==> config.mk <==
export PLATFORM = sky130hd
export DESIGN_NAME = dmem_dump_reader_flat
export DESIGN_NICKNAME = d
export VERILOG_FILES = /design/src/rtl/dmem_dump_reader_pkg.sv /design/src/rtl/dmem_dump_reader_if.sv /design/src/rtl/dmem_dump_reader_word_byte_serializer.sv /design/src/rtl/dmem_dump_reader.sv /design/src/flat_wrapper.sv
export SDC_FILE = /design/constraint.sdc
export NUM_CORES = 1
export LEC_CHECK = 0
export ABC_AREA = 1
export BUFFER_PORTS_ARGS = -buffer_cell sky130_fd_sc_hd__buf_2
export CAP_MARGIN = 0
export CORE_UTILIZATION = 55
export CTS_BUF_LIST = sky130_fd_sc_hd__clkbuf_2 sky130_fd_sc_hd__clkbuf_4 sky130_fd_sc_hd__clkbuf_8
export CTS_CLUSTER_SIZE = 8
export DETAILED_ROUTE_END_ITERATION = 8
export PLACE_DENSITY = 0.83
export RECOVER_POWER = 25
export SYNTH_ARGS = -nofsm -noshare
export SYNTH_HDL_FRONTEND = slang
export SYNTH_SLANG_ARGS = --single-unit
==> constraint.sdc <==
create_clock -name clk -period 3.46 [get_ports clk]
set_clock_uncertainty 0.05 [all_clocks]
set_input_delay 0.173 -clock clk [delete_from_list [all_inputs] [get_ports clk]]
set_output_delay 0.173 -clock clk [all_outputs]
set_load 0.1 [all_outputs]
==> src/rtl/dmem_dump_reader_pkg.sv <==
// rtl/dmem_dump_reader_pkg.sv - shared state encodings and byte-select helper for the memory dump engine
package dmem_dump_reader_pkg;

  typedef enum logic [1:0] {
    DUMP_IDLE  = 2'd0,
    DUMP_FETCH = 2'd1,
    DUMP_SEND  = 2'd2,
    DUMP_DONE  = 2'd3
  } dump_state_t;

  localparam int DUMP_BYTES_PER_WORD = 4;
  localparam logic [1:0] DUMP_LAST_BYTE = 2'(DUMP_BYTES_PER_WORD - 1);

  // Byte 0 is the most significant byte so words leave MSB first.
  function automatic logic [7:0] word_byte(input logic [31:0] word, input logic [1:0] idx);
    logic [7:0] b;
    case (idx)
      2'd0:    b = word[31:24];
      2'd1:    b = word[23:16];
      2'd2:    b = word[15:8];
      default: b = word[7:0];
    endcase
    return b;
  endfunction

endpackage

==> src/rtl/dmem_dump_reader_if.sv <==
// rtl/dmem_dump_reader_if.sv - valid/ready byte stream between the dump engine and its consumer
interface dmem_dump_reader_if;
  logic [7:0] out_data;
  logic       out_valid;
  logic       out_ready;

  modport master (output out_data, output out_valid, input out_ready);
  modport slave  (input out_data, input out_valid, output out_ready);
endinterface

==> src/rtl/dmem_dump_reader_word_byte_serializer.sv <==
// rtl/dmem_dump_reader_word_byte_serializer.sv - holds one fetched word and presents it as four bytes
module dmem_dump_reader_word_byte_serializer
  import dmem_dump_reader_pkg::*;
(
  input  logic                      clk,
  input  logic                      reset,
  input  logic                      clear,
  input  logic                      load,
  input  logic [31:0]               load_data,
  dmem_dump_reader_if.master        out_bus,
  output logic                      last_accept
);

  logic [31:0] word_reg;
  logic [1:0]  byte_idx;
  logic [7:0]  data_q;
  logic        valid_q;
  logic        accept;

  assign out_bus.out_data  = data_q;
  assign out_bus.out_valid = valid_q;
  assign accept            = valid_q && out_bus.out_ready;
  assign last_accept       = accept && (byte_idx == DUMP_LAST_BYTE);

  // Load a word, then step through its bytes on each accepted handshake; data holds while stalled.
  always_ff @(posedge clk) begin
    if (reset || clear) begin
      word_reg <= 32'd0;
      byte_idx <= 2'd0;
      data_q   <= 8'd0;
      valid_q  <= 1'b0;
    end else if (load) begin
      word_reg <= load_data;
      byte_idx <= 2'd0;
      data_q   <= word_byte(load_data, 2'd0);
      valid_q  <= 1'b1;
    end else if (accept) begin
      if (byte_idx == DUMP_LAST_BYTE) begin
        byte_idx <= 2'd0;
        valid_q  <= 1'b0;
      end else begin
        byte_idx <= byte_idx + 2'd1;
        data_q   <= word_byte(word_reg, byte_idx + 2'd1);
      end
    end
  end

endmodule

==> src/rtl/dmem_dump_reader.sv <==
// rtl/dmem_dump_reader.sv - walks data memory from word 0 upward and streams every word out as bytes
module dmem_dump_reader
  import dmem_dump_reader_pkg::*;
#(
  parameter int MEM_WORDS = 256,
  parameter int IDX_W     = 8
)(
  input  logic               clk,
  input  logic               reset,
  input  logic               cpu_halted,
  input  logic               start,
  input  logic               abort,
  output logic               mem_rd_en,
  output logic [31:0]        mem_rd_addr,
  input  logic [31:0]        mem_rd_data,
  dmem_dump_reader_if.master out_bus,
  output logic               busy,
  output logic               done
);

  localparam logic [IDX_W-1:0] LAST_WORD = IDX_W'(MEM_WORDS - 1);
  localparam logic [IDX_W-1:0] IDX_ONE   = IDX_W'(1);

  dump_state_t      state;
  logic [IDX_W-1:0] word_idx;
  logic             last_accept;

  // Word index to byte address; upper bits stay zero.
  function automatic logic [31:0] word_addr(input logic [IDX_W-1:0] idx);
    return {{(30 - IDX_W){1'b0}}, idx, 2'b00};
  endfunction

  dmem_dump_reader_word_byte_serializer u_serializer (
    .clk         (clk),
    .reset       (reset),
    .clear       (abort),
    .load        (state == DUMP_FETCH),
    .load_data   (mem_rd_data),
    .out_bus     (out_bus),
    .last_accept (last_accept)
  );

  // Dump sequencer; outputs are registered alongside the state so they match the state they describe.
  always_ff @(posedge clk) begin
    if (reset || abort) begin
      state       <= DUMP_IDLE;
      word_idx    <= '0;
      mem_rd_en   <= 1'b0;
      mem_rd_addr <= 32'd0;
      busy        <= 1'b0;
      done        <= 1'b0;
    end else begin
      case (state)
        DUMP_IDLE: begin
          if (start && cpu_halted) begin
            state       <= DUMP_FETCH;
            word_idx    <= '0;
            mem_rd_en   <= 1'b1;
            mem_rd_addr <= 32'd0;
            busy        <= 1'b1;
          end
        end
        DUMP_FETCH: begin
          state     <= DUMP_SEND;
          mem_rd_en <= 1'b0;
        end
        DUMP_SEND: begin
          if (last_accept) begin
            if (word_idx == LAST_WORD) begin
              state <= DUMP_DONE;
              done  <= 1'b1;
            end else begin
              state       <= DUMP_FETCH;
              word_idx    <= word_idx + IDX_ONE;
              mem_rd_en   <= 1'b1;
              mem_rd_addr <= word_addr(word_idx + IDX_ONE);
            end
          end
        end
        default: begin
          state    <= DUMP_IDLE;
          word_idx <= '0;
          done     <= 1'b0;
          busy     <= 1'b0;
        end
      endcase
    end
  end

endmodule

==> src/flat_wrapper.sv <==
// flat-port wrapper written by rule: the top's interface ports become plain ports
module dmem_dump_reader_flat import dmem_dump_reader_pkg::*;
#(
  parameter int MEM_WORDS = 256,
  parameter int IDX_W     = 8
)
  (clk, reset, cpu_halted, start, abort, mem_rd_en, mem_rd_addr, mem_rd_data, busy, done, out_bus_out_data, out_bus_out_valid, out_bus_out_ready);
  dmem_dump_reader_if out_bus_i ();
  input  logic clk;
  input  logic reset;
  input  logic cpu_halted;
  input  logic start;
  input  logic abort;
  output logic mem_rd_en;
  output logic [31:0] mem_rd_addr;
  input  logic [31:0] mem_rd_data;
  output logic busy;
  output logic done;
  output wire logic [$bits(out_bus_i.out_data)-1:0] out_bus_out_data;
  output wire logic [$bits(out_bus_i.out_valid)-1:0] out_bus_out_valid;
  input wire logic [$bits(out_bus_i.out_ready)-1:0] out_bus_out_ready;
  assign out_bus_out_data = out_bus_i.out_data;
  assign out_bus_out_valid = out_bus_i.out_valid;
  assign out_bus_i.out_ready = out_bus_out_ready;
  dmem_dump_reader #(.MEM_WORDS(MEM_WORDS), .IDX_W(IDX_W)) u_core (.clk(clk), .reset(reset), .cpu_halted(cpu_halted), .start(start), .abort(abort), .mem_rd_en(mem_rd_en), .mem_rd_addr(mem_rd_addr), .mem_rd_data(mem_rd_data), .out_bus(out_bus_i), .busy(busy), .done(done));
endmodule
==> impl_metrics.csv, run 1 <==
group,metric,value,unit
outcome,status,"completed",
sta,period_share,0.597,
worst_setup_path,critPathRequiredTime,3.68,ns
yosys,synth_mux_area_frac,0,
cells_and_area,fillers,498,
yosys,synth.cell_area,3170,µm²
power,clock_power_share,0.404,
worst_setup_path,endpoint_kind,"flop",
global_routing,grt_pass1_vias,2683,
floorplanning,dieArea,6070,µm²
hold_path,whs_path_depth,3,
global_routing,grt_pass1_wl,11.8,mm
power,switchingPower,628,µW
detailed_routing,vias,2941,
worst_setup_path,crit_chain,"inv_1, ha_1, inv_1, nand2_1, inv_1, a21oi_1, a21oi_1",
cells_and_area,num_antenna_cells,0,
clock_network,numCtsBuffers,9,
sta,timing.final.crit_period,2.07,ns
power,pwr-share-seq,0.401,
yosys,synth-xor-area-share,0,
floorplanning,die_w,77.9,µm
worst_setup_path,critPathLaunchType,"flop",
global_routing,grt_max_degree,45,
floorplanning,rows,27,
detailed_routing,first_iter_violations,202,
power,power_frac_comb,0.195,
detailed_routing,drtAntennaViolNets,0,
cells_and_area,drive_gt1_frac,0.136,
worst_setup_path,cpMaxStageDelayCell,"inv_1",
cells_and_area,largest_reg_flops,32,
detailed_routing,drc_errors,0,
yosys,synthAdderAreaFrac,0.0395,
global_routing,antenna_found_initial,0,
sta,hold_viol_final,0,
yosys,yosys_warnings,0,
yosys,ys_types,25,
sta,drv_slew,0,
clock_network,cts_setup_buffers,0,
yosys,synth_seq_area_share,0.404,
yosys,synth_top_family_by_area,"simple AND/OR/NAND/NOR gates",
detailed_routing,vias_per_cell,5.06,
clock_network,clk_path_buf_depth,2,
worst_setup_path,r2r_cells,7,
floorplanning,num_io_pins,82,
yosys,synth_seq_cells,64,
clock_network,cts_tree,"yes",
clock_network,ctsHtreeMaxLevel,3,
worst_setup_path,critical_path.max_stage_delay,0.46,ns
sta,worst_pin_slew,1.20,ns
global_routing,track_usage,0.245,
clock_network,clk_pin_slew,0.07,ns
sta,fin_ws,1.39,ns
detailed_routing,routed_wl,6.91,mm
worst_setup_path,worst_ep_arrival_time,2.28,ns
yosys,synth.avg_cell_area,6.96,µm²
placement,port-buffer-count,57,
power,powerDensity,537,nW/µm²
floorplanning,die_h,77.9,µm
yosys,synth-compound-area-share,0.139,
flow_run,maxCapViolCount,0,
floorplanning,initial_core_util,0.572,
clock_network,clk_latency,0.33,ns
clock_network,root_buffer,"clkbuf_8",
placement,place_hpwl,4.87,mm
clock_network,cts.sink_count,64,
yosys,synth_simple_gate_area_frac,0.294,
worst_setup_path,crit_fanout,20,
placement,gp_congestion,0.863,
power,internal-power,1.31,mW
sta,maxSlewHeadroom,0.204,
clock_network,ctsHoldBuffers,0,
power,leakagePower,1.52,nW
cells_and_area,final_nets,552,
sta,fin_setup_tns,0,ns
sta,setup_violations,0,
hold_path,hold_path_class,"primary input to flop",
global_routing,grt_overflow_total,0,
detailed_routing,first_pass_iters,5,
cells_and_area,fin_util,0.650,
placement,preCtsSetupSlack,1.45,ns
power,switching_share,0.325,
power,vdd_ir_drop_max,0.328,mV
sta,rsz0062_at_grt,"false",
cells_and_area,area_growth,13.7,%
sta,fmax,484,MHz
detailed_routing,wire_per_inst,11.9,µm
clock_network,cts_resized,0,
yosys,netlist_instances,455,
worst_setup_path,critPathKind,"flop to flop",
floorplanning,core,5540,µm²
worst_setup_path,crit_top_cell,"inv_1",
## placed cells by master, fill, tap and decap left out, drive strengths merged
cell type    n
nand2      141
dfxtp       64
nor2        61
a21oi       59
buf         41
clkbuf      29
inv         28
conb        24
nand3       20
o21ai       12
ha          10
o211ai       6
clkinv       4
bufinv       3
a31oi        2
o21bai       1
o221a        1
nand4        1
a211oi       1
clkinvlp     1
## per-layer routing
metal / vias up / GRT usage / share of wire
met5: - / 0 / 0
met1: 1307 / 0.310 / 0.46
met2: 122 / 0.396 / 0.45
met4: 0 / 0.0963 / 0.020
met3: 14 / 0.0682 / 0.065
li1: 1498 / - / -
## critical path: cells and delay by family (launching register included)
family,cells,cell delay (ns)
flops,1,0.36
simple gates,1,0.37
compound gates,2,0.21
buf+inv,3,0.81
fa+ha+maj,1,0.19
## path summary, 6_finish.rpt
path / start / to / slack (ns)
worst max register to register: u_core.state[1] / u_core.u_serializer.out_bus.out_data[2] / 1.39
worst min-delay path: mem_rd_data[17] / u_core.u_serializer.word_reg[17] / 0.03
worst max-delay path: u_core.state[1] / u_core.u_serializer.out_bus.out_data[2] / 1.39
worst min register to register: u_core.done / u_core.done / 0.41
## logic make-up (layout without fill, tap and decap cells)
group / count (synthesis) / in the layout
flip-flops: 64 / 64
AO/OA/AOI/OAI: 82 / 82
other: 1 / 24
AND/OR/NAND/NOR: 223 / 223
buffers and inverters: 75 / 106
adder cells (fa/ha/maj): 10 / 10
## cell usage after synthesis (all sizes together)
cell,instances,share of area
nand4,1,0.0020
o21bai,1,0.0024
a211oi,1,0.0024
clkbuf,10,0.012
inv,28,0.033
nand2,141,0.17
o21ai,12,0.019
nand3,20,0.036
conb,1,0.0012
a21oi,59,0.093
o221a,1,0.0036
buf,36,0.076
ha,10,0.039
o211ai,6,0.014
a31oi,2,0.0039
clkinv,1,0.0012
dfxtp,64,0.40
nor2,61,0.082
## final cells by class
type                            instances  area, µm²  share of cell area
Sequential cell                        64       1280               0.356
Clock inverter                          7        120              0.0334
Multi-Input combinational cell        339       1590               0.441
Inverter                               29        109              0.0302
Tap cell                               72       90.1              0.0250
Clock buffer                            9        124              0.0344
Timing Repair Buffer                   61        290              0.0806
## metrics by stage
| step | hold slack, ns | area (µm²) | std cells | power (mW) |
|---|---|---|---|---|
| after floorplan | 0.263 | 3250 | 478 | 1.13 |
| after global placement | 0.373 | 3380 | 565 | 1.17 |
| after detailed placement | 0.374 | 3380 | 565 | 1.17 |
| after CTS | 0.0160 | 3630 | 581 | 1.94 |
| after global routing | 0.0292 | 3600 | 581 | 2.01 |
| final | 0.0294 | 3600 | 581 | 1.93 |
## power by group through the flow
stage | registers (mW) | clock network [mW] | logic [mW]
2_1_floorplan | 0.863 | 0 | 0.271
3_5_place_dp | 0.792 | 0 | 0.378
4_1_cts | 0.776 | 0.788 | 0.379
6_report | 0.776 | 0.781 | 0.377
5_1_grt | 0.779 | 0.821 | 0.409
3_3_place_gp | 0.791 | 0 | 0.374
Power figures use the tool's default switching activity.
==> inputs of run 2 (changes only) <==
--- a/config.mk
+++ b/config.mk
@@ -5,14 +5,14 @@
 export SDC_FILE = /design/constraint.sdc
 export NUM_CORES = 1
 export LEC_CHECK = 0
-export ABC_AREA = 1
+export ABC_AREA = 0
 export BUFFER_PORTS_ARGS = -buffer_cell sky130_fd_sc_hd__buf_2
 export CAP_MARGIN = 0
-export CORE_UTILIZATION = 55
+export CORE_UTILIZATION = 49
 export CTS_BUF_LIST = sky130_fd_sc_hd__clkbuf_2 sky130_fd_sc_hd__clkbuf_4 sky130_fd_sc_hd__clkbuf_8
 export CTS_CLUSTER_SIZE = 8
 export DETAILED_ROUTE_END_ITERATION = 8
-export PLACE_DENSITY = 0.83
+export PLACE_DENSITY = 0.78
 export RECOVER_POWER = 25
 export SYNTH_ARGS = -nofsm -noshare
 export SYNTH_HDL_FRONTEND = slang
==> constraint.sdc (replaced) <==
create_clock -name clk -period 1.8 [get_ports clk]
set_clock_uncertainty 0.05 [all_clocks]
set_input_delay 0.09 -clock clk [delete_from_list [all_inputs] [get_ports clk]]
set_output_delay 0.09 -clock clk [all_outputs]
set_load 0.1 [all_outputs]
==> impl_metrics.csv, run 2 <==
group,metric,value,unit
floorplanning,num_io_pins,82,
power,switching_share,0.298,
sta,setup_violations,0,
clock_network,ctsHtreeMaxLevel,3,
power,vdd_ir_drop_max,0.753,mV
detailed_routing,first_pass_iters,5,
power,leakagePower,1.68,nW
floorplanning,initial_core_util,0.520,
detailed_routing,first_iter_violations,154,
floorplanning,dieArea,6790,µm²
yosys,synth.avg_cell_area,9.19,µm²
yosys,synth_seq_cells,64,
sta,fin_setup_tns,0,ns
sta,drv_slew,0,
yosys,ys_types,47,
detailed_routing,vias,2815,
cells_and_area,final_common_cell,"dfxtp_1",
floorplanning,die_h,82.4,µm
yosys,synth_most_common_cell,"dfxtp_1",
floorplanning,core,6100,µm²
cells_and_area,largest_reg_flops,32,
yosys,synthTopCellsByCount,"dfxtp_1, mux2i_1, nor2_1",
sta,fmax,577,MHz
yosys,synthFlopType,"dfxtp_1",
detailed_routing,vias_per_cell,5.37,
global_routing,grt_max_degree,25,
cells_and_area,multiInputGateArea,1700,µm²
global_routing,grt_overflow_total,0,
detailed_routing,dr_wl_met2,4.01,mm
hold_path,hold_path_class,"primary input to flop",
clock_network,numCtsBuffers,9,
floorplanning,die_w,82.4,µm
yosys,synth_top_area_share,0.404,
global_routing,grt_pass1_vias,2624,
yosys,synth.cell_area,3170,µm²
detailed_routing,route.met3.wl,491,µm
sta,maxSlewHeadroom,0.629,
clock_network,root_buffer,"clkbuf_8",
detailed_routing,highest_layer,"met4",
yosys,synth_edf_count,0,
clock_network,cts.sink_count,64,
sta,worst_pin_slew,0.557,ns
power,power_frac_comb,0.175,
clock_network,clk_pin_slew,0.07,ns
worst_setup_path,critPathLaunchType,"flop",
power,internal-power,2.39,mW
cells_and_area,num_antenna_cells,0,
sta,timing.final.crit_period,1.73,ns
sta,period_share,0.963,
cells_and_area,fin_util,0.676,
placement,port-buffer-count,57,
worst_setup_path,critPathKind,"flop to flop",
clock_network,clk_path_buf_depth,2,
power,switchingPower,1.01,mW
cells_and_area,drive_gt1_frac,0.263,
detailed_routing,drtAntennaViolNets,0,
cells_and_area,fillers,473,
placement,place_hpwl,4.94,mm
clock_network,cts_tree,"yes",
cells_and_area,mostFrequentLayoutCells,"dfxtp_1, mux2i_1, buf_2, nor2_1, dlygate4sd3_1",
worst_setup_path,endpoint_kind,"flop",
cells_and_area,area_growth,30.0,%
yosys,synthArstFlopShare,0,
clock_network,clk_latency,0.35,ns
power,clock_power_share,0.400,
sta,hold_viol_final,0,
worst_setup_path,worst_ep_arrival_time,1.92,ns
yosys,synth.top_cells.by_area,"dfxtp_1, mux2i_1, buf_4, nor2_1, ha_1",
global_routing,grt_pass1_wl,11.9,mm
detailed_routing,drc_errors,0,
power,powerDensity,825,nW/µm²
yosys,yosys_warnings,0,
cells_and_area,final_nets,492,
floorplanning,rows,28,
yosys,synth_seq_area_share,0.404,
cells_and_area,regArea,1290,µm²
detailed_routing,routed_wl,7.68,mm
worst_setup_path,crit_fanout,10,
yosys,synth_top_area_cell,"dfxtp_1",
global_routing,antenna_found_initial,0,
outcome,status,"completed",
placement,gp_congestion,0.829,
power,pwr-share-seq,0.425,
detailed_routing,wl_met1,3.11,mm
yosys,netlist_instances,345,
global_routing,track_usage,0.239,
flow_run,maxCapViolCount,0,
detailed_routing,wire_per_inst,14.7,µm
worst_setup_path,critPathRequiredTime,1.99,ns
sta,rsz0062_at_grt,"false",
[run 2: critical path, cell delays in order (launching register included)]
cell	delay [ns]
dfxtp_1	0.33
inv_1	0.06
ha_1	0.24
buf_4	0.19
a21o_4	0.23
o311a_2	0.33
a31o_2	0.21
[run 2: logic make-up after synthesis]
| group | share of synthesized area |
|---|---|
| adders and majority gates | 0.0395 |
| buffers and inverters | 0.0995 |
| and+or+nand+nor | 0.131 |
| xor gates and xnor gates | 0.0138 |
| other | 0.00118 |
| AOI/OAI and AO/OA | 0.156 |
| DFF | 0.404 |
| muxes | 0.155 |
[run 2: area by class of cell]
type,instances,share of cell area
Timing Repair Buffer,113,0.195
Tap cell,75,0.0228
Sequential cell,64,0.313
Clock buffer,9,0.0301
Inverter,6,0.00546
Clock inverter,7,0.0228
Multi-Input combinational cell,250,0.411
[run 2: through the flow]
step                      hold slack [ns]  total power [mW]  cells  area [µm²]  setup slack (ns)
after floorplan                     0.187              1.94    368        3260           0.00511
after global placement              0.273              1.99    474        3530            0.0899
after detailed placement            0.285              2.00    474        3530           0.00269
after CTS                          0.0395              3.41    524        4090            0.0153
after global routing               0.0429              3.52    524        4120           0.00588
final                              0.0519              3.40    524        4120            0.0670
[run 2: final timing paths]
kind	from	to	slack, ns	depth (start not counted)
hold reg to reg	u_core.mem_rd_addr[6]	u_core.mem_rd_addr[6]	0.41	2
setup / recovery	u_core.state[0]	u_core.mem_rd_addr[7]	0.07	6
hold / removal	out_bus_out_ready	u_core.u_serializer.out_bus.out_valid	0.05	4
setup reg to reg	u_core.state[0]	u_core.mem_rd_addr[7]	0.07	6
[run 2: power by group through the flow]
stage / sequential [mW] / combinational (mW) / clock [mW]
3_5_place_dp: 1.48 / 0.523 / 0
3_3_place_gp: 1.47 / 0.518 / 0
2_1_floorplan: 1.53 / 0.412 / 0
4_1_cts: 1.44 / 0.584 / 1.38
5_1_grt: 1.44 / 0.628 / 1.44
6_report: 1.44 / 0.596 / 1.36
[run 2: routing by layer]
layer,vias up,global-route usage
li1,1375,-
met1,1324,0.265
met2,108,0.422
met3,8,0.0813
met4,0,0.0825
met5,-,0
[run 2: repair_timing]
action	CTS	global route
hold endpoints to repair	35	0
setup buffers	0	0
endpoints found under the setup margin	5	25
gates resized for setup	1	11
hold buffers	34	0
==> inputs of run 3 (changes only) <==
--- a/config.mk
+++ b/config.mk
@@ -13,7 +13,7 @@
 export CTS_CLUSTER_SIZE = 8
 export DETAILED_ROUTE_END_ITERATION = 8
 export PLACE_DENSITY = 0.78
-export RECOVER_POWER = 25
 export SYNTH_ARGS = -nofsm -noshare
 export SYNTH_HDL_FRONTEND = slang
 export SYNTH_SLANG_ARGS = --single-unit
+export TNS_END_PERCENT = 10
==> impl_metrics.csv, run 3 (synthesized netlist as in run 2, its figures left out) <==
group,metric,value,unit
outcome,status,"completed",
global_routing,antenna_found_initial,0,
floorplanning,num_io_pins,82,
worst_setup_path,critPathKind,"flop to flop",
clock_network,clk_path_buf_depth,2,
clock_network,numCtsBuffers,9,
floorplanning,dieArea,6790,µm²
cells_and_area,drive_gt1_frac,0.263,
worst_setup_path,crit_fanout,10,
global_routing,grt_pass1_vias,2624,
global_routing,grt_pass1_wl,11.9,mm
detailed_routing,drc_errors,0,
global_routing,track_usage,0.239,
worst_setup_path,critPathRequiredTime,1.99,ns
clock_network,ctsHtreeMaxLevel,3,
sta,period_share,0.963,
sta,worst_pin_slew,0.553,ns
floorplanning,initial_core_util,0.520,
sta,drv_slew,0,
cells_and_area,largest_reg_flops,32,
clock_network,clk_pin_slew,0.07,ns
sta,hold_viol_final,0,
power,leakagePower,1.70,nW
sta,rsz0062_at_grt,"false",
global_routing,grt_max_degree,25,
cells_and_area,final_nets,492,
detailed_routing,drtAntennaViolNets,0,
clock_network,cts.sink_count,64,
detailed_routing,first_pass_iters,6,
sta,maxSlewHeadroom,0.631,
detailed_routing,vias,2808,
flow_run,maxCapViolCount,0,
placement,port-buffer-count,57,
clock_network,cts_setup_buffers,0,
global_routing,grt_overflow_total,0,
detailed_routing,first_iter_violations,138,
clock_network,clk_latency,0.34,ns
cells_and_area,mostFrequentLayoutCells,"dfxtp_1, buf_2, mux2i_1, nor2_1, dlygate4sd3_1",
clock_network,cts_tree,"yes",
cells_and_area,num_antenna_cells,0,
sta,fin_setup_tns,0,ns
sta,setup_violations,0,
cells_and_area,final_common_cell,"dfxtp_1",
floorplanning,die_h,82.4,µm
placement,place_hpwl,4.94,mm
worst_setup_path,endpoint_kind,"flop",
placement,postPlaceCellArea,3530,µm²
clock_network,root_buffer,"clkbuf_8",
cells_and_area,fillers,473,
placement,gp_congestion,0.829,
detailed_routing,vias_per_cell,5.36,
worst_setup_path,critPathLaunchType,"flop",
floorplanning,core,6100,µm²
sta,timing.final.crit_period,1.73,ns
cells_and_area,area_growth,30.0,%
power,vdd_ir_drop_max,0.752,mV
hold_path,hold_path_class,"primary input to flop",
floorplanning,rows,28,
floorplanning,die_w,82.4,µm
cells_and_area,stdcell_area,4120,µm²
sta,fmax,577,MHz
detailed_routing,routed_wl,7.68,mm
worst_setup_path,worst_ep_arrival_time,1.92,ns
power,powerDensity,824,nW/µm²
detailed_routing,wire_per_inst,14.7,µm
cells_and_area,fin_util,0.676,
run 3: final cells by class:
type | count | area, µm² | area share
clock buffers | 9 | 124 | 0.0301
clock inverters | 7 | 93.8 | 0.0228
inverters | 6 | 22.5 | 0.00546
multi-input cells | 250 | 1700 | 0.411
flip-flops and latches | 64 | 1290 | 0.313
well taps | 75 | 93.8 | 0.0228
repair buffers | 113 | 803 | 0.195
run 3: worst paths after layout:
path / start / to / slack, ns / depth (start not counted)
worst max register to register: u_core.state[0] / u_core.mem_rd_addr[7] / 0.07 / 6
worst min-delay path: out_bus_out_ready / u_core.u_serializer.out_bus.out_valid / 0.05 / 4
worst max-delay path: u_core.state[0] / u_core.mem_rd_addr[7] / 0.07 / 6
worst min register to register: u_core.mem_rd_addr[6] / u_core.mem_rd_addr[6] / 0.41 / 2
run 3: power by group:
part           total, mW  switching, mW  leakage (nW)  internal (mW)
sequential          1.44         0.0110         0.519           1.43
clock               1.36          0.576         0.114          0.782
combinational      0.596          0.423          1.06          0.173
total               3.40           1.01          1.70           2.39
run 3: worst max-delay path, stage by stage (launching register included):
cell and delay (ns):
dfxtp_1 0.33, inv_1 0.06, ha_1 0.24, buf_4 0.19, a21o_4 0.23, o311a_2 0.33
a31o_2 0.21
run 3: through the flow:
stage	hold slack [ns]	power [mW]	std cells	setup WS, ns
6_report	0.0526	3.40	524	0.0667
5_1_grt	0.0429	3.52	524	0.00588
4_1_cts	0.0395	3.41	524	0.0153
3_5_place_dp	0.285	2.00	474	0.00269
3_3_place_gp	0.273	1.99	474	0.0899
2_1_floorplan	0.187	1.94	368	0.00511
run 3: timing repair:
| item | 4_1_cts | 5_1_grt |
|---|---|---|
| resized for setup | 1 | 11 |
| hold endpoints to repair | 35 | 0 |
| gates cloned | 0 | 0 |
| setup endpoints to repair | 5 | 25 |
| hold buffers | 34 | 0 |
run 3: layer usage:
layer	up-vias	part of all wire	GRT usage	wire [µm]
met5	-	0	0	0
li1	1376	-	-	-
met3	6	0.061	0.0813	469
met2	107	0.52	0.422	4010
met4	0	0.0073	0.0825	56
met1	1319	0.41	0.265	3140
